$ cat src/rtl/user_mstr_arbiter.sv
// rtl/user_mstr_arbiter.sv - round-robin core-bus arbiter for user masters with enable mask and watchdog
module user_mstr_arbiter #(
  parameter int          NUM_MSTR  = 4,
  parameter int          TIMEOUT_W = 8,
  parameter logic [31:0] ERR_RDATA = 32'hDEAD_BEEF
) (
  input  logic                   clk_i,
  input  logic                   rst_n_i,
  input  logic [NUM_MSTR-1:0]    mstr_en_i,
  input  logic [NUM_MSTR-1:0]    mstr_valid_i,
  input  logic [NUM_MSTR*32-1:0] mstr_addr_i,
  input  logic [NUM_MSTR*32-1:0] mstr_wdata_i,
  input  logic [NUM_MSTR*4-1:0]  mstr_wstrb_i,
  output logic [NUM_MSTR*32-1:0] mstr_rdata_o,
  output logic [NUM_MSTR-1:0]    mstr_ready_o,
  output logic [NUM_MSTR*32-1:0] mstr_irq_o,
  output logic                   core_valid_o,
  output logic [31:0]            core_addr_o,
  output logic [31:0]            core_wdata_o,
  output logic [3:0]             core_wstrb_o,
  input  logic [31:0]            core_rdata_i,
  input  logic                   core_ready_i,
  input  logic [31:0]            irq_i,
  output logic [NUM_MSTR-1:0]    grant_o,
  output logic                   timeout_o,
  input  logic                   timeout_clr_i
);

  localparam int IDX_W = (NUM_MSTR > 1) ? $clog2(NUM_MSTR) : 1;
  // Watchdog fires when the counter would step onto all-ones, i.e. on the
  // (2^TIMEOUT_W - 1)th stalled BUSY cycle counting the first one as 1.
  localparam logic [TIMEOUT_W-1:0] CNT_LAST = {{(TIMEOUT_W-1){1'b1}}, 1'b0};

  typedef enum logic {IDLE, BUSY} state_t;

  state_t               state;
  logic [IDX_W-1:0]     ptr;
  logic [IDX_W-1:0]     gidx;
  logic [TIMEOUT_W-1:0] cnt;

  logic [NUM_MSTR-1:0]  eligible;
  logic [IDX_W-1:0]     pick;
  logic                 found;
  logic                 busy;
  logic                 g_valid;
  logic                 wd_fire;
  logic                 done;

  assign eligible = mstr_valid_i & mstr_en_i;
  assign busy     = (state == BUSY);
  assign g_valid  = mstr_valid_i[gidx];
  // Abort (valid dropped) takes priority over the watchdog; ready beats both.
  assign wd_fire  = busy && !core_ready_i && g_valid && (cnt == CNT_LAST);
  assign done     = busy && (core_ready_i || !g_valid || wd_fire);

  // Round-robin search: first eligible index above the last owner, wrapping.
  always_comb begin
    logic [IDX_W-1:0] cand;
    pick  = ptr;
    found = 1'b0;
    for (int off = 1; off <= NUM_MSTR; off++) begin
      cand = IDX_W'((int'(ptr) + off) % NUM_MSTR);
      if (!found && eligible[cand]) begin
        found = 1'b1;
        pick  = cand;
      end
    end
  end

  // Downstream request is a straight mux from the owner; zero when idle.
  always_comb begin
    core_valid_o = busy && g_valid && !wd_fire;
    core_addr_o  = '0;
    core_wdata_o = '0;
    core_wstrb_o = '0;
    if (busy) begin
      core_addr_o  = mstr_addr_i[{gidx, 5'b0} +: 32];
      core_wdata_o = mstr_wdata_i[{gidx, 5'b0} +: 32];
      core_wstrb_o = mstr_wstrb_i[{gidx, 2'b0} +: 4];
    end
  end

  // Per-master response fan-out and masked interrupt replication.
  always_comb begin
    mstr_ready_o = '0;
    mstr_rdata_o = '0;
    mstr_irq_o   = '0;
    for (int i = 0; i < NUM_MSTR; i++) begin
      mstr_ready_o[i] = busy && (gidx == IDX_W'(i)) && (core_ready_i || wd_fire);
      if (mstr_ready_o[i])
        mstr_rdata_o[i*32 +: 32] = core_ready_i ? core_rdata_i : ERR_RDATA;
      if (rst_n_i && mstr_en_i[i])
        mstr_irq_o[i*32 +: 32] = irq_i;
    end
  end

  // Arbitration FSM, owner tracking, watchdog counter and sticky timeout flag.
  always_ff @(posedge clk_i or negedge rst_n_i) begin
    if (!rst_n_i) begin
      state     <= IDLE;
      grant_o   <= '0;
      gidx      <= '0;
      ptr       <= IDX_W'(NUM_MSTR - 1);
      cnt       <= '0;
      timeout_o <= 1'b0;
    end else begin
      if (wd_fire)
        timeout_o <= 1'b1;
      else if (timeout_clr_i)
        timeout_o <= 1'b0;

      case (state)
        IDLE: begin
          if (found) begin
            state   <= BUSY;
            grant_o <= NUM_MSTR'(1'b1) << pick;
            gidx    <= pick;
            cnt     <= '0;
          end
        end
        BUSY: begin
          if (done) begin
            state   <= IDLE;
            grant_o <= '0;
            ptr     <= gidx;
          end else begin
            cnt <= cnt + TIMEOUT_W'(1);
          end
        end
        default: state <= IDLE;
      endcase
    end
  end

endmodule

$ cat config.mk
export PLATFORM = sky130hd
export DESIGN_NAME = user_mstr_arbiter
export DESIGN_NICKNAME = d
export VERILOG_FILES = /design/src/rtl/user_mstr_arbiter.sv
export SDC_FILE = /design/constraint.sdc
export NUM_CORES = 1
export LEC_CHECK = 0
export ABC_AREA = 1
export CORE_AREA = 8 8 261 263
export CTS_BUF_LIST = sky130_fd_sc_hd__clkbuf_4 sky130_fd_sc_hd__clkbuf_8
export CTS_CLUSTER_SIZE = 10
export DETAILED_ROUTE_END_ITERATION = 8
export DIE_AREA = 0 0 269 271
export PLACE_DENSITY_LB_ADDON = 0.1
export SETUP_SLACK_MARGIN = 0.1
export SYNTH_ARGS = -nofsm -noshare
export SYNTH_HDL_FRONTEND = slang
export SYNTH_SLANG_ARGS = --single-unit
$ cat constraint.sdc
create_clock -name clk_i -period 2.5 [get_ports clk_i]
set_clock_uncertainty 0.05 [all_clocks]
set_input_delay 0.625 -clock clk_i [delete_from_list [all_inputs] [get_ports clk_i]]
set_output_delay 0.625 -clock clk_i [all_outputs]
set_load 0.01 [all_outputs]
Yosys cells after proc, flatten, opt, wreduce, memory -nomap -nowiden
Index checks and enable logic that the tools add are counted.
- flip-flop bits (word level): 18
- latch bits: 0
- memory bits (writable): 0
- memory bits (read-only): 0
- word-level logic and storage cells: 106
- memories: 0
- $add $sub $neg: 5
- multiply operators: 0
- divide/modulo/power cells: 0
- order comparisons: 5
- equal/unequal tests: 7
- shifts and indexed selects: 4
- mux-type cells: 41
- bitwise operators: 2
- reductions and logical operators: 36
- operators with widths (kind ; count):
    $mux W32 ; 11
    $shiftx A128 B8 Y32 ; 2
    $logic_and A1 B1 Y1 ; 21
    $mux W8 ; 2
    $pmux W8 S2 ; 1
    $shiftx A16 B5 Y4 ; 1
    $lt A2 B3 Y1 const B ; 5
    $mux W1 ; 13
    $mux W4 ; 3
    $bmux W1 S2 ; 5
    $add A8 B1 Y8 const B ; 1
    $eq A8 B8 Y1 const B ; 1
    $mux W2 ; 4
    $pmux W4 S2 ; 1
    $reduce_and A2 Y1 ; 4
    $logic_not A1 Y1 ; 6
    $add A2 B1 Y2 const B ; 2
    $add A2 B2 Y2 const B ; 2
    $and A4 B4 Y4 ; 1
    $eq A2 B2 Y1 const B ; 2
    $ne A2 B2 Y1 const B ; 2
    $shl A1 B2 Y4 const A ; 1
    $logic_or A1 B1 Y1 ; 3
    $eq A2 B1 Y1 const B ; 1
    5 further kinds ; 5

Depth between registers and ports, before layout
- word-level depth: 16
- gate-level depth with buffers: 14
- depth with buffers taken out: 13

Least setup slack after synthesis
No wires, ideal clock.
- path kind: input to output
- start point: input core_ready_i
- end point: output mstr_rdata_o[16]
- arrival: 1.927 ns
- slack: -0.102 ns
- stages on the path: 9
- path buffers: 2
- cell sequence: buf_2 -> clkinv_1 -> nand4_1 -> inv_1 -> nand2_1 -> o21ai_2 -> nand2_1 -> buf_1 -> nor2_1
- cells in the longest elaborated chain, start to end: 7
- RTL lines (what ; line ; text):
    start: declaration ; 22 ; input logic core_ready_i,
    $logic_not A1 Y1 ; 53 ; assign wd_fire = busy && !core_ready_i && g_valid && (cnt == CNT_LAST);
    $logic_and A1 B1 Y1 (3 in a row) ; 53 ;
    $logic_or A1 B1 Y1 ; 89 ; mstr_ready_o[i] = busy && (gidx == IDX_W'(i)) && (core_ready_i || wd_fire);
    $logic_and A1 B1 Y1 ; 89 ;
    $mux W32 * ; 90 ; if (mstr_ready_o[i])
    end: declaration ; 14 ; output logic [NUM_MSTR*32-1:0] mstr_rdata_o,
Mark *: on every way between the ends. The rest lies on a longest branch, timed or not.

Worst setup path in the final report
- start point: register gidx[1]
- end point: output mstr_rdata_o[10]
- cells in the longest elaborated chain, start to end: 7
- RTL lines (what ; line ; text):
    start: declaration ; 38 ; logic [IDX_W-1:0] gidx;
    start signal: assignment ; 117 ; gidx <= pick;
    $bmux W1 S2 ; 51 ; assign g_valid = mstr_valid_i[gidx];
    $mux W1 (implied by the code) ; 51 ;
    $logic_and A1 B1 Y1 (2 in a row) ; 53 ;
    $logic_or A1 B1 Y1 ; 89 ;
    $logic_and A1 B1 Y1 * ; 89 ;
    $mux W32 * ; 90 ;
Mark *: on every way between the ends. The rest lies on a longest branch, timed or not. The select of a mux whose other input is x is not followed.

==> results.txt <==
----------------------------------------------------
[Layout]
  Post-route core utilization ... about a quarter
  Post-layout net count ... about 1900
  Area grow syn2layout ... 262%
  Post-route cell area ... approximately 15000 µm²
  Fraction of layout instances using a drive strength above 1 ... around 37%
  Number of fill cells in the layout ... approximately 7100
  Post-layout instance count excluding filler cells ... approximately 2400

[Setup path]
  Reg-to-Reg End ... grant_o[3]$_DFFE_PN0P_
  Total number of cells along the worst setup path ... 15
  Stage delay of the slowest cell on the critical path ... about 450 ps
  Required time worst endpoint ... approximately 1800 ps
  Setup slack, reg-to-reg ... 420 ps
  Critical path type ... reg2out
  R2R Path Start ... ptr[0]$_DFFE_PN1P_
  Kind of launch point of the worst setup path ... register
  Worst path top cell family by delay ... buffers and inverters
  CP max-delay cell ... sky130_fd_sc_hd__dfrtp_2
  Biggest fanout along the worst timing path ... 7
  Critical path endpoint category ... output port
  Worst-path cell chain ... buf_6, nor2_4, nand2_2, nand2_2, nor2_4, nor2_4, nand2_2, o21ai_4, buf_6, nand2_2, buf_6, buf_12, buf_12, nor2_2, buf_2
  Capturing element of the worst setup path ... mstr_rdata_o[10]
  Combined buffer and inverter count along the critical path ... 6
  Top cell by count, worst path ... sky130_fd_sc_hd__nand2_2
  Launching element of the worst setup path ... gidx[1]$_DFFE_PN0P_
  Arrival time worst endpoint ... between 2000 and 2500 ps
  Number of cells on the worst reg-to-reg path ... 11

[GRT]
  Met1 track demand over resource in global routing ... about an eighth
  GRT met3 Usage ... under 10%
  Met2 layer usage reported by global route ... a little over a quarter
  First-pass GRT wire length ... roughly 70000 µm
  Number of global-route vias before repair ... approximately 9200
  Overflow after GRT ... 0
  Antenna violations before repair ... 9
  Peak-usage layer in the global routing report ... met2
  Total global-route track usage ... a little over an eighth
  Largest net degree at the start of global routing ... 39

[Synthesis]
  Netlist cell types ... 24
  Top cell type's share of synthesized area ... between 20% and 30%
  Post-synth ARST share ... 100%
  Synth Register Bits ... 18
  Main area contributors after synthesis ... sky130_fd_sc_hd__a22oi_1 25%, sky130_fd_sc_hd__nor2_1 23%, sky130_fd_sc_hd__nand2_1 11%
  Mean instance size in the synthesized netlist ... 5.14 µm²
  Total nets after synthesis ... approximately 1200
  Synth warn ... 0
  Post-synthesis cell area ... about 4000 µm²
  Number of synthesized flops with an enable pin ... 0
  Post-synthesis cell type with the largest combined area ... sky130_fd_sc_hd__a22oi_1
  Cell with the most instances after synthesis ... sky130_fd_sc_hd__nor2_1
  Top cells by count, synth ... 257 x sky130_fd_sc_hd__nor2_1, 136 x sky130_fd_sc_hd__a22oi_1, 125 x sky130_fd_sc_hd__nand2_1
  Main synth FF type ... sky130_fd_sc_hd__dfrtp_1
  Post-Synthesis Cells ... 800
  Register area share after synthesis ... 11.0%

[Floorplan]
  Height of the die ... roughly 270 µm
  Starting utilization of the core area ... under 10%
  Row cnt ... 93
  Area of the die ... roughly 73000 µm²
  Core region area ... roughly 64000 µm²
  # IOs ... just under 700
  Overall die width ... approximately 270 µm

[Placed design]
  Port bufs ... between 600 and 700
  Last weighted congestion value of the routability-driven placer ... roughly 0.82
  Post-Place Worst Slack ... -1100 ps
  Hpwl dp ... between 40000 and 50000 µm
  Dpl cell area ... about 13000 µm²
  Number of placed instances, taps included ... 2348

[Clock tree]
  Library cell used as clock root buffer ... sky130_fd_sc_hd__clkbuf_8
  CTS clk-pin slew, worst paths ... ~80 ps
  TritonCTS clock tree ... yes
  Sink count of the clock tree ... 18
  Number of buffers between clock root and the deepest sink ... 2
  Worst-Skew Late Latency ... 260 ps
  Post-CTS Hold Buffers ... 0
  H-tree depth reported by CTS ... 1
  Num CTS Buffers ... 3

[Pwr]
  Relative contribution of the clock network to total power ... under 10%
  Sequential share of power ... under 10%
  Internal power ... between 5 and 6 mW
  Peak supply drop ... 0.308 mV
  Switching Share ... approximately half
  Combinational share of power ... between 90 and 100%
  Overall power after layout ... 10.5 mW
  Switching power ... between 5 and 6 mW
  Power density over cell area ... about 700 nW/µm²
  Static leakage ... 8.35 nW

[Route]
  Vias per std cell ... 3.60
  Number of antenna-violating nets in the routed design ... 0
  Pre-antenna DRT Iters ... 4
  Number of DRC violations after detailed-routing iteration 0 ... approximately 350
  Wire per inst ... around 23 µm
  Total number of vias ... a little under 9000
  Total length of routed wires ... roughly 55000 µm
  DRC viols ... 0

[STA]
  Fmax achieved ... 341 MHz
  Setup-violating endpoint count in the final report ... 197
  Post-layout worst setup margin ... -435 ps
  Transition time at the pin with the least slew margin ... slightly below 800 ps
  Sum of negative setup slack ... -52970 ps
  Slew margin rel. ... 48.2%
  Number of pins exceeding their max-slew limit in the final report ... 0
  Period utilization ... 117%
  Crit path time final ... a little under 3000 ps
  RSZ-0062 raised after global routing ... yes
  Number of endpoints with negative hold slack in the final report ... 0
  Fin Hold WS ... around 460 ps

[Run status]
  Result of the run ... finished with violations
  Failing checks ... negative setup slack

[Flow run]
  Max capacitance violation total ... 0

[Hold path]
  Type of the worst min-delay path ... reg2reg

----------------------------------------------------
==> power groups by stage <==
stage	sequential, mW	combinational, mW	clock [mW]
after CTS	0.481	8.81	0.268
after global routing	0.495	10.5	0.281
after detailed placement	0.475	7.67	0
after global placement	0.478	7.76	0
after floorplan	0.447	3.11	0
final	0.482	9.72	0.253
==> cell families after synthesis <==
group,count (synthesis),share of synthesized area [%]
buffers and inverters,150,14.0
AND/OR/NAND/NOR,406,37.9
XOR/XNOR,6,1.28
adder cells (fa/ha/maj),2,0.609
flip-flops,18,11.0
AO/OA/AOI/OAI,218,35.1
==> area by class of cell <==
| type | count | area, µm² | share of cell area (%) |
|---|---|---|---|
| Antenna cell | 4 | 10.0 | 0.0673 |
| Clock buffer | 4 | 55.1 | 0.370 |
| Inverter | 91 | 390 | 2.63 |
| Multi-Input combinational cell | 632 | 3940 | 26.5 |
| Sequential cell | 18 | 455 | 3.06 |
| Tap cell | 855 | 1070 | 7.20 |
| Timing Repair Buffer | 836 | 8900 | 59.9 |
| Timing Repair inverter | 3 | 48.8 | 0.328 |
==> state kept, by name (all words and copies together) (netlist names) <==
register and cells:
grant_o 4, busy 1, timeout_o 1, ptr 2, gidx 2, cnt 8
==> layer usage <==
layer	up-vias	share of wire, %
li1	4222	-
met1	4100	34
met2	432	55
met3	31	9.4
met4	2	1.1
met5	-	0.024
==> worst reg2reg max path, cell delays in order (launching register included) <==
cell and delay [ps]:
sky130_fd_sc_hd__dfstp_2 660, sky130_fd_sc_hd__clkinvlp_4 230, sky130_fd_sc_hd__nand2_1 130, sky130_fd_sc_hd__nand2_1 70, sky130_fd_sc_hd__o21ai_0 210, sky130_fd_sc_hd__nor2_1 60
sky130_fd_sc_hd__nand2_1 80, sky130_fd_sc_hd__nand2_2 90, sky130_fd_sc_hd__buf_4 170, sky130_fd_sc_hd__a21oi_1 150, sky130_fd_sc_hd__nand2_1 70, sky130_fd_sc_hd__nand2_1 60
==> worst min path at each step <==
stage	start	to	cells past startpoint
2_1_floorplan	rst_n_i	busy$_DFF_PN0_	0
3_3_place_gp	grant_o[2]$_DFFE_PN0P_	grant_o[2]$_DFFE_PN0P_	2
3_5_place_dp	grant_o[2]$_DFFE_PN0P_	grant_o[2]$_DFFE_PN0P_	2
4_1_cts	grant_o[2]$_DFFE_PN0P_	grant_o[2]$_DFFE_PN0P_	2
5_1_grt	grant_o[2]$_DFFE_PN0P_	grant_o[2]$_DFFE_PN0P_	2
6_report	grant_o[2]$_DFFE_PN0P_	grant_o[2]$_DFFE_PN0P_	2
==> cells in the final DEF, fill, tap and decap left out, types with 4 or more instances in the layout <==
| cell type | count |
|---|---|
| sky130_fd_sc_hd__a21oi_1 | 62 |
| sky130_fd_sc_hd__a21oi_2 | 8 |
| sky130_fd_sc_hd__a22oi_1 | 123 |
| sky130_fd_sc_hd__a22oi_2 | 13 |
| sky130_fd_sc_hd__buf_12 | 35 |
| sky130_fd_sc_hd__buf_16 | 11 |
| sky130_fd_sc_hd__buf_2 | 83 |
| sky130_fd_sc_hd__buf_4 | 82 |
| sky130_fd_sc_hd__buf_6 | 109 |
| sky130_fd_sc_hd__buf_8 | 8 |
| sky130_fd_sc_hd__clkbuf_16 | 10 |
| sky130_fd_sc_hd__clkbuf_2 | 8 |
| sky130_fd_sc_hd__clkbuf_8 | 4 |
| sky130_fd_sc_hd__clkdlybuf4s15_2 | 26 |
| sky130_fd_sc_hd__clkdlybuf4s50_1 | 342 |
| sky130_fd_sc_hd__clkinv_8 | 5 |
| sky130_fd_sc_hd__dfrtp_1 | 14 |
| sky130_fd_sc_hd__diode_2 | 4 |
| sky130_fd_sc_hd__dlygate4sd2_1 | 8 |
| sky130_fd_sc_hd__dlymetal6s2s_1 | 112 |
| sky130_fd_sc_hd__inv_1 | 57 |
| sky130_fd_sc_hd__inv_2 | 27 |
| sky130_fd_sc_hd__nand2_1 | 88 |
| sky130_fd_sc_hd__nand2_2 | 15 |
| sky130_fd_sc_hd__nand2_4 | 23 |
| sky130_fd_sc_hd__nand3_1 | 18 |
| sky130_fd_sc_hd__nor2_1 | 159 |
| sky130_fd_sc_hd__nor2_2 | 42 |
| sky130_fd_sc_hd__nor2_4 | 58 |
| sky130_fd_sc_hd__o21ai_0 | 10 |
| sky130_fd_sc_hd__xor2_1 | 5 |
==> repair_timing <==
action | CTS | global route
endpoints found under the setup margin | 329 | 330
pin swaps | 26 | 50
hold endpoints to repair | 0 | 0
gates resized for setup | 908 | 446
cloned | 12 | 15
setup buffers | 32 | 34
(Power assumes the default switching activity.)
